## config.mk

```make
export PLATFORM = sky130hd
export DESIGN_NAME = wb_input_debounce_flat
export DESIGN_NICKNAME = d
export VERILOG_FILES = /design/src/rtl/wb_input_debounce_pkg.sv /design/src/rtl/wb_input_debounce_if.sv /design/src/rtl/wb_input_debounce_debounce_bit.sv /design/src/rtl/wb_input_debounce.sv /design/src/flat_wrapper.sv
export SDC_FILE = /design/constraint.sdc
export NUM_CORES = 1
export LEC_CHECK = 0
export CORE_UTILIZATION = 54
export DETAILED_ROUTE_END_ITERATION = 7
export PLACE_DENSITY = 0.74
export REMOVE_ABC_BUFFERS = 1
export SLEW_MARGIN = 15
export SYNTH_ARGS = -nofsm -noshare
export SYNTH_HDL_FRONTEND = slang
export SYNTH_SLANG_ARGS = --single-unit
```

## constraint.sdc

```tcl
create_clock -name wbs_clk_i -period 2.08 [get_ports wbs_clk_i]
set_input_delay 0.208 -clock wbs_clk_i [delete_from_list [all_inputs] [get_ports wbs_clk_i]]
set_output_delay 0.208 -clock wbs_clk_i [all_outputs]
set_load 0.005 [all_outputs]
```

## src/rtl/wb_input_debounce_pkg.sv

```systemverilog
// Shared constants for the input debounce peripheral: register word offsets,
// the 50 MHz debounce default and the byte-lane mask helper.
package wb_input_debounce_pkg;

  localparam int unsigned REG_STATE   = 0;
  localparam int unsigned REG_EVENT   = 1;
  localparam int unsigned REG_RISE_EN = 2;
  localparam int unsigned REG_FALL_EN = 3;
  localparam int unsigned REG_EVCNT   = 4;

  // 10 ms of stability at 50 MHz
  localparam int unsigned DEFAULT_DEBOUNCE_CYCLES = 500000;

  function automatic logic [31:0] lane_mask(input logic [3:0] sel);
    return {{8{sel[3]}}, {8{sel[2]}}, {8{sel[1]}}, {8{sel[0]}}};
  endfunction

endpackage

```

## src/rtl/wb_input_debounce_if.sv

```systemverilog
// Wishbone slave bus bundle for the input debounce peripheral.
interface wb_input_debounce_if #(
  parameter int unsigned DEV_ADDR_BITS = 8
);
  logic                     wbs_cs_i;
  logic [DEV_ADDR_BITS-3:0] wbs_addr_i;
  logic [3:0]               wbs_sel_i;
  logic [31:0]              wbs_data_i;
  logic                     wbs_we_i;
  logic [31:0]              wbs_data_o;
  logic                     wbs_ack_o;

  modport master (
    output wbs_cs_i, wbs_addr_i, wbs_sel_i, wbs_data_i, wbs_we_i,
    input  wbs_data_o, wbs_ack_o
  );

  modport slave (
    input  wbs_cs_i, wbs_addr_i, wbs_sel_i, wbs_data_i, wbs_we_i,
    output wbs_data_o, wbs_ack_o
  );
endinterface

```

## src/rtl/wb_input_debounce_debounce_bit.sv

```systemverilog
// One input bit: two-flop synchroniser, stability counter and clean flop,
// with single-cycle rise/fall strobes coincident with the clean toggle.
module wb_input_debounce_debounce_bit #(
  parameter int unsigned DEBOUNCE_CYCLES = 500000,
  parameter int unsigned CNT_BITS        = 20
) (
  input  logic wbs_clk_i,
  input  logic rst,
  input  logic raw_i,
  output logic clean_o,
  output logic rise_o,
  output logic fall_o
);

  logic                sync1_q, sync1_d;
  logic                sync2_q, sync2_d;
  logic                clean_q, clean_d;
  logic [CNT_BITS-1:0] cnt_q, cnt_d;
  logic                toggle_s;

  // Next-state: any return to agreement discards the partial count
  always_comb begin
    sync1_d  = raw_i;
    sync2_d  = sync1_q;
    clean_d  = clean_q;
    cnt_d    = cnt_q;
    toggle_s = 1'b0;
    if (sync2_q == clean_q) begin
      cnt_d = {CNT_BITS{1'b0}};
    end else if (cnt_q == CNT_BITS'(DEBOUNCE_CYCLES - 1)) begin
      toggle_s = 1'b1;
      clean_d  = ~clean_q;
      cnt_d    = {CNT_BITS{1'b0}};
    end else begin
      cnt_d = cnt_q + CNT_BITS'(1);
    end
  end

  // State registers
  always_ff @(posedge wbs_clk_i) begin
    if (rst) begin
      sync1_q <= 1'b0;
      sync2_q <= 1'b0;
      clean_q <= 1'b0;
      cnt_q   <= {CNT_BITS{1'b0}};
    end else begin
      sync1_q <= sync1_d;
      sync2_q <= sync2_d;
      clean_q <= clean_d;
      cnt_q   <= cnt_d;
    end
  end

  assign clean_o = clean_q;
  assign rise_o  = toggle_s & ~clean_q;
  assign fall_o  = toggle_s & clean_q;

endmodule

```

## src/rtl/wb_input_debounce.sv

```systemverilog
// Debounced switch/button inputs with Wishbone-visible edge events and a
// level interrupt. Define INPUT_EVENT_COUNT_EN to add the EVCNT counter.
module wb_input_debounce
  import wb_input_debounce_pkg::*;
#(
  parameter int unsigned DEV_ADDR_BITS   = 8,
  parameter int unsigned IN_WIDTH        = 13,
  parameter int unsigned DEBOUNCE_CYCLES = DEFAULT_DEBOUNCE_CYCLES,
  parameter int unsigned CNT_BITS        = 20
) (
  input  logic                wbs_clk_i,
  input  logic                rst,
  input  logic [IN_WIDTH-1:0] raw_in,
  output logic [IN_WIDTH-1:0] clean_out,
  wb_input_debounce_if.slave  wb,
  output logic                interrupt
);

  localparam int unsigned AW = DEV_ADDR_BITS - 2;

  logic [IN_WIDTH-1:0] clean_s, rise_s, fall_s;
  logic [AW-1:0]       addr_s;
  logic                access_s, wr_s;
  logic [31:0]         set_s, lane_s, rdata_s;

  logic [31:0] event_q, event_d;
  logic [15:0] rise_en_q, rise_en_d;
  logic [15:0] fall_en_q, fall_en_d;
  logic [31:0] data_q, data_d;
  logic        ack_q, ack_d;
  logic        interrupt_q, interrupt_d;
`ifdef INPUT_EVENT_COUNT_EN
  logic [31:0] evcnt_q, evcnt_d;
`endif

  for (genvar i = 0; i < IN_WIDTH; i++) begin : g_bit
    wb_input_debounce_debounce_bit #(
      .DEBOUNCE_CYCLES(DEBOUNCE_CYCLES),
      .CNT_BITS       (CNT_BITS)
    ) u_bit (
      .wbs_clk_i(wbs_clk_i),
      .rst      (rst),
      .raw_i    (raw_in[i]),
      .clean_o  (clean_s[i]),
      .rise_o   (rise_s[i]),
      .fall_o   (fall_s[i])
    );
  end

  assign addr_s = wb.wbs_addr_i;

  // Bus decode, event set/clear and register next-state
  always_comb begin
    access_s = wb.wbs_cs_i & ~ack_q;
    wr_s     = access_s & wb.wbs_we_i;
    lane_s   = lane_mask(wb.wbs_sel_i);

    set_s                 = 32'h0;
    set_s[IN_WIDTH-1:0]   = rise_s & rise_en_q[IN_WIDTH-1:0];
    set_s[16 +: IN_WIDTH] = fall_s & fall_en_q[IN_WIDTH-1:0];

    case (addr_s)
      AW'(REG_STATE):   rdata_s = {{(32 - IN_WIDTH){1'b0}}, clean_s};
      AW'(REG_EVENT):   rdata_s = event_q;
      AW'(REG_RISE_EN): rdata_s = {16'h0, rise_en_q};
      AW'(REG_FALL_EN): rdata_s = {16'h0, fall_en_q};
`ifdef INPUT_EVENT_COUNT_EN
      AW'(REG_EVCNT):   rdata_s = evcnt_q;
`endif
      default:          rdata_s = 32'h0;
    endcase

    // A set arriving with a W1C on the same bit survives the clear
    if (wr_s && (addr_s == AW'(REG_EVENT))) begin
      event_d = (event_q & ~(wb.wbs_data_i & lane_s)) | set_s;
    end else begin
      event_d = event_q | set_s;
    end

    if (wr_s && (addr_s == AW'(REG_RISE_EN))) begin
      rise_en_d = (rise_en_q & ~lane_s[15:0]) | (wb.wbs_data_i[15:0] & lane_s[15:0]);
    end else begin
      rise_en_d = rise_en_q;
    end

    if (wr_s && (addr_s == AW'(REG_FALL_EN))) begin
      fall_en_d = (fall_en_q & ~lane_s[15:0]) | (wb.wbs_data_i[15:0] & lane_s[15:0]);
    end else begin
      fall_en_d = fall_en_q;
    end

    ack_d = access_s;
    if (access_s) begin
      data_d = rdata_s;
    end else begin
      data_d = 32'h0;
    end

    interrupt_d = |event_q;
  end

  // Register file and bus output flops
  always_ff @(posedge wbs_clk_i) begin
    if (rst) begin
      event_q     <= 32'h0;
      rise_en_q   <= 16'h0;
      fall_en_q   <= 16'h0;
      data_q      <= 32'h0;
      ack_q       <= 1'b0;
      interrupt_q <= 1'b0;
    end else begin
      event_q     <= event_d;
      rise_en_q   <= rise_en_d;
      fall_en_q   <= fall_en_d;
      data_q      <= data_d;
      ack_q       <= ack_d;
      interrupt_q <= interrupt_d;
    end
  end

`ifdef INPUT_EVENT_COUNT_EN
  // Count cycles that newly set an event bit; a write restarts from this cycle
  always_comb begin
    if (wr_s && (addr_s == AW'(REG_EVCNT))) begin
      evcnt_d = {31'h0, |(set_s & ~event_q)};
    end else begin
      evcnt_d = evcnt_q + {31'h0, |(set_s & ~event_q)};
    end
  end

  // Event counter register
  always_ff @(posedge wbs_clk_i) begin
    if (rst) begin
      evcnt_q <= 32'h0;
    end else begin
      evcnt_q <= evcnt_d;
    end
  end
`endif

  assign clean_out     = clean_s;
  assign wb.wbs_data_o = data_q;
  assign wb.wbs_ack_o  = ack_q;
  assign interrupt     = interrupt_q;

endmodule
```

## src/flat_wrapper.sv

```systemverilog
// flat-port wrapper written by rule: the top's interface ports become plain ports
module wb_input_debounce_flat import wb_input_debounce_pkg::*;
#(
  parameter int unsigned DEV_ADDR_BITS   = 8,
  parameter int unsigned IN_WIDTH        = 13,
  parameter int unsigned DEBOUNCE_CYCLES = DEFAULT_DEBOUNCE_CYCLES,
  parameter int unsigned CNT_BITS        = 20
)
  (wbs_clk_i, rst, raw_in, clean_out, interrupt, wb_wbs_cs_i, wb_wbs_addr_i, wb_wbs_sel_i, wb_wbs_data_i, wb_wbs_we_i, wb_wbs_data_o, wb_wbs_ack_o);
  wb_input_debounce_if #(.DEV_ADDR_BITS(DEV_ADDR_BITS)) wb_i ();
  input  logic wbs_clk_i;
  input  logic rst;
  input  logic [IN_WIDTH-1:0] raw_in;
  output logic [IN_WIDTH-1:0] clean_out;
  output logic interrupt;
  input wire logic [$bits(wb_i.wbs_cs_i)-1:0] wb_wbs_cs_i;
  input wire logic [$bits(wb_i.wbs_addr_i)-1:0] wb_wbs_addr_i;
  input wire logic [$bits(wb_i.wbs_sel_i)-1:0] wb_wbs_sel_i;
  input wire logic [$bits(wb_i.wbs_data_i)-1:0] wb_wbs_data_i;
  input wire logic [$bits(wb_i.wbs_we_i)-1:0] wb_wbs_we_i;
  output wire logic [$bits(wb_i.wbs_data_o)-1:0] wb_wbs_data_o;
  output wire logic [$bits(wb_i.wbs_ack_o)-1:0] wb_wbs_ack_o;
  assign wb_i.wbs_cs_i = wb_wbs_cs_i;
  assign wb_i.wbs_addr_i = wb_wbs_addr_i;
  assign wb_i.wbs_sel_i = wb_wbs_sel_i;
  assign wb_i.wbs_data_i = wb_wbs_data_i;
  assign wb_i.wbs_we_i = wb_wbs_we_i;
  assign wb_wbs_data_o = wb_i.wbs_data_o;
  assign wb_wbs_ack_o = wb_i.wbs_ack_o;
  wb_input_debounce #(.DEV_ADDR_BITS(DEV_ADDR_BITS), .IN_WIDTH(IN_WIDTH), .DEBOUNCE_CYCLES(DEBOUNCE_CYCLES), .CNT_BITS(CNT_BITS)) u_core (.wbs_clk_i(wbs_clk_i), .rst(rst), .raw_in(raw_in), .clean_out(clean_out), .wb(wb_i), .interrupt(interrupt));
endmodule
```

=== Word-level counts from Yosys, hierarchy flattened ===
Cells that the tools add are included.
W data, S select, Z words.

* Register bits after elaboration: 397
* Latch bits: 0
* RAM bits: 0
* Bits in read-only memories: 0
* Bits of input ports: 59
* Memories: 0

* Add/subtract/negate cells: 13
* Multipliers: 0
* Divide/modulo/power cells: 0
* $lt $le $gt $ge: 0
* Equal/unequal tests: 29
* Shifts and indexed selects: 0
* Multiplexer cells: 28
* Bitwise logic cells: 69
* Reduce and logical (&&, ||, !) cells: 32

{| class="wikitable"
|+ Operators with widths
! operator !! count
|-
| $add A20 B1 Y20 const B || 13
|-
| $eq A20 B19 Y1 const B || 13
|-
| $pmux W32 S4 || 1
|-
| $and A32 B32 Y32 || 2
|-
| $or A32 B29 Y32 || 2
|-
| $and A16 B16 Y16 || 3
|-
| $reduce_or A3 Y1 || 13
|-
| $mux W32 || 1
|-
| $not A32 Y32 || 1
|-
| $or A16 B16 Y16 || 2
|-
| $reduce_or A32 Y1 || 1
|-
| $and A1 B1 Y1 || 28
|-
| $not A1 Y1 || 28
|-
| $and A13 B13 Y13 || 2
|-
| $mux W1 || 26
|-
| $reduce_and A2 Y1 || 13
|-
| $not A16 Y16 || 1
|-
| $eq A1 B1 Y1 || 13
|-
| $eq A6 B2 Y1 const B || 2
|-
| $eq A6 B1 Y1 const B || 1
|-
| $logic_not A6 Y1 || 1
|-
| $logic_and A1 B1 Y1 || 3
|-
| $reduce_or A2 Y1 || 1
|}

=== Logic depth before layout (Yosys ltp) ===
* Word-level depth: 7
* Depth in mapped cells: 8

=== Cells and area by module ===
From an unflattened synthesis, not the netlist that was laid out.

* Cells, all modules: 2,003
* Area total of the unflattened synthesis: 17,947.2 µm²

{| class="wikitable"
|+ By module, submodules not included
! module !! instances !! cells each !! area an instance (µm²) !! sequential area each (µm²)
|-
| wb_input_debounce_debounce_bit (u_core.g_bit[0].u_bit ...) || 12 || 122 || 1,068.5 || 460.4
|-
| wb_input_debounce || 1 || 423 || 4,096.4 || 1,961.9
|-
| wb_input_debounce_debounce_bit (u_core.g_bit[9].u_bit) || 1 || 116 || 1,028.5 || 460.4
|}

=== Worst setup path before layout ===
Ideal clock, no wire load.

* Path kind: flip-flop to flip-flop
* From: reg u_core.g_bit[11].u_bit.cnt_q[0]
* To: reg u_core.g_bit[11].u_bit.cnt_q[12]
* Library setup time: 0.115 ns
* Arrival time: 1.837 ns
* Setup slack: 0.128 ns
* Cell stages (with the launch flop): 7
* Buffers on the path: 1
* Clock period less this slack: 1.952 ns
* Path through: dfxtp_1 -> ha_1 -> nand4_1 -> or4_1 -> o21bai_4 -> buf_6 -> nor2_1

* Longest elaborated chain between the ends: 2
* Elaborated cells on any way between the ends: 3

{| class="wikitable"
|+ Ends and longest elaborated chain
! element !! line !! source
|-
| start: declaration || wb_input_debounce_debounce_bit.sv:18 || <nowiki>logic [CNT_BITS-1:0] cnt_q, cnt_d;</nowiki>
|-
| start signal: assignment || wb_input_debounce_debounce_bit.sv:45 || <nowiki>cnt_q <= {CNT_BITS{1'b0}};</nowiki>
|-
| start signal: assignment || wb_input_debounce_debounce_bit.sv:50 || <nowiki>cnt_q <= cnt_d;</nowiki>
|-
| parallel branches: the longest is 2 deep, another holds $add A20 B1 Y20 || -- ||
|}

Parallel ways; which one is timed is not known.
A chain may end at the register's enable or synchronous reset.

=== Worst setup path in the final report ===
* From: reg u_core.g_bit[11].u_bit.cnt_q[9]
* To: reg u_core.g_bit[11].u_bit.cnt_q[17]

Same word-level chain as after synthesis.

==> flow_metrics.env <==
export IMPL_status="complete, no violations"
export IMPL_period_needed_ns=2.01
export IMPL_ys_seq_area_frac=0.461
export IMPL_worstPathArrival_ns=2.46
export IMPL_ios=106
export IMPL_synthArstFlopShare=0
export IMPL_vias=14861
export IMPL_critPathCaptureType="flip-flop"
export IMPL_cts_made_buffers=43
export IMPL_switching_share=0.205
export IMPL_viasPerCell=5.85
export IMPL_worstSkewPairLatency_ns=0.53
export IMPL_hold_viol_final=0
export IMPL_place_congestion=0.877
export IMPL_post_synth_top_area_cell="dfxtp_1"
export IMPL_ys_types=61
export IMPL_yosysMostFrequentCell="dfxtp_1"
export IMPL_pwr_share_comb=0.024
export IMPL_grt_pass1_vias=14117
export IMPL_die_w_microns=181
export IMPL_cts_root_buffer="clkbuf_16"
export IMPL_pwr_share_clk=0.481
export IMPL_nets=2179
export IMPL_slowest_stage="or4_1"
export IMPL_skew_ns=0.0172
export IMPL_worstMarginPinSlew_ns=0.500
export IMPL_net_switching_power_mw=3.17
export IMPL_grt_antenna_before_repair=1
export IMPL_finalMaxSlewViolations=0
export IMPL_hold_ws_ns=0.144
export IMPL_max_stage_delay_ns=0.68
export IMPL_drt_wirelength_per_cell_microns=16.6
export IMPL_die_area_sq_mm=0.0327
export IMPL_clock_path_buffers=3
export IMPL_max_cap_violations=0
export IMPL_area_delta_synth_final_pct=19.4
export IMPL_cts_clk_slew_worst_paths_ns=0.06
export IMPL_reg2regPathDepth=4
export IMPL_dp_hpwl_mm=29.9
export IMPL_timing_final_crit_share=0.964
export IMPL_hp_class="in -> reg"
export IMPL_p_total_mw=15.5
export IMPL_crit_path_max_fanout=10
export IMPL_rows=65
export IMPL_initial_core_util=0.548
export IMPL_grtUsageTotal=0.254
export IMPL_drt_iter0_markers=1046
export IMPL_io_buffer_count=105
export IMPL_drtAntennaViolNets=0
export IMPL_fp_dieH_microns=181
export IMPL_hold_path_depth=3
export IMPL_synthCells=1955
export IMPL_overflow=0
export IMPL_cellInternalPower_mw=12.3
export IMPL_required_ns=2.53
export IMPL_crit_path_start_kind="flip-flop"
export IMPL_dr_pass1_iters=6
export IMPL_critPathKind="reg -> reg"
export IMPL_power_density_mw_per_mm2=751
export IMPL_dpl_worst_slack_ns=-0.0400
export IMPL_drc=0
export IMPL_yosys_warnings=0
export IMPL_layout_drive_gt1_share=0.0879
export IMPL_finalWirelength_mm=42.1
export IMPL_leakage_nw=6.87
export IMPL_fmax_mhz=499
export IMPL_cpMostUsedCell="or4_1"
export IMPL_cts_tree="yes"
export IMPL_synth_edf_count=0
export IMPL_synth_area_leaders="dfxtp_1 46%, nor2_1 5.4%, xnor2_1 4.9%"
export IMPL_syn_avg_cell_area_sq_um=8.82
export IMPL_dp_cells=2462
export IMPL_clock_sinks=397
export IMPL_ir_drop_uv=590
export IMPL_grt_pass1_wl_mm=69.1
export IMPL_syn_cell_area_sq_mm=0.0172
export IMPL_finalSetupViolations=0
export IMPL_timing_slew_headroom=0.662
export IMPL_p_seq_frac=0.495
export IMPL_finalNonFillerCells=2541
export IMPL_path_cells="nand4_2 -> or4_1 -> or4_1 -> a21oi_1"
export IMPL_rsz0062_at_grt="false"
export IMPL_postCtsHoldBufs=0
export IMPL_htreeDepth=2
export IMPL_grt_max_degree=58
export IMPL_synth_top_area_frac=0.461
export IMPL_ys_flop_type="dfxtp_1"
export IMPL_synth_common_cells="397 x dfxtp_1, 247 x nor2_1, 127 x nand3_1, 119 x a21oi_1, 106 x nand2_1"
export IMPL_core_area_sq_mm=0.0315
export IMPL_final_util=0.655
export IMPL_ys_seq_elements=397
export IMPL_setup_ws_ns=0.0741
-- worst paths after layout --
check	slack (ns)	end	startpoint
max	0.07	u_core.g_bit[11].u_bit.cnt_q[17]	u_core.g_bit[11].u_bit.cnt_q[9]
min	0.14	u_core.g_bit[11].u_bit.clean_o	rst
max reg2reg	0.07	u_core.g_bit[11].u_bit.cnt_q[17]	u_core.g_bit[11].u_bit.cnt_q[9]
min reg2reg	0.43	u_core.g_bit[3].u_bit.sync2_q	u_core.g_bit[3].u_bit.sync1_q
-- repair_timing --
item	4_1_cts	5_1_grt
setup buffers	0	2
gates resized for setup	0	6
endpoints found under the setup margin	0	11
-- sequential cells by signal, indices dropped and copies added, names as in the netlist, named ones only --
name and count:
u_core.g_bit.u_bit.cnt_q 260, u_core.event_q 32, u_core.wb.wbs_data_o 32, u_core.g_bit.u_bit.clean_o 13
u_core.g_bit.u_bit.sync1_q 13, u_core.g_bit.u_bit.sync2_q 13, u_core.interrupt 1, u_core.wb.wbs_ack_o 1
-- metal layers --
layer | track usage | up-vias | share of wire
met4 | 0.0926 | 0 | 0.033
met5 | 0 | - | 0
met1 | 0.330 | 7016 | 0.44
met2 | 0.425 | 405 | 0.46
li1 | - | 7356 | -
met3 | 0.0421 | 84 | 0.063
-- final cells by class --
| type | count | area (sq um) |
|---|---|---|
| diodes | 1 | 2.50 |
| clock buffers | 67 | 1290 |
| clock inverters | 9 | 95.1 |
| fillers | 2572 | 10900 |
| inverters | 59 | 221 |
| multi-input cells | 1414 | 8740 |
| flip-flops and latches | 397 | 7950 |
| well taps | 402 | 503 |
| repair buffers | 192 | 1800 |
-- power by group through the flow --
stage               registers, mW  logic, mW  clock network, mW
floorplan                    7.82      0.100                  0
global placement             7.83      0.366                  0
detailed placement           7.83      0.370                  0
CTS                          7.66      0.372               7.56
global route                 7.66      0.398               7.91
finish                       7.66      0.374               7.43
-- cells by family (layout without fill, tap and decap cells) --
group	Yosys count	after routing	synth area share
AND/OR/NAND/NOR	918	918	0.290
flip-flops	397	397	0.461
AO/OA/AOI/OAI	279	279	0.0986
XOR/XNOR	169	169	0.0858
buffers and inverters	144	327	0.0355
multiplexers	35	35	0.0203
adder cells (fa/ha/maj)	13	13	0.00943
other	0	1	0
-- cell usage in the layout, fill, tap and decap left out, types with 57 or more instances in the layout --
cell type,instances
inv_1,59
nand4_1,77
xnor2_1,97
xor2_1,72
buf_4,80
nor2_1,247
o21ai_0,57
nand3_1,127
clkdlybuf4s50_1,104
dfxtp_1,397
or4_1,62
a21oi_1,119
nand2_1,106
-- stage by stage --
stage | area [sq um] | setup TNS, ns
after global routing | 20600 | 0
after CTS | 20600 | 0
after global placement | 19200 | -0.0785
after detailed placement | 19200 | -0.209
final | 20600 | 0
after floorplan | 16900 | -27.89
-- critical path, delay by kind of cell (launching register included) --
kind	cells	cell delay (ns)
compound gates	1	0.17
simple gates	3	1.34
flops	1	0.42
(Power assumes the default switching activity.)
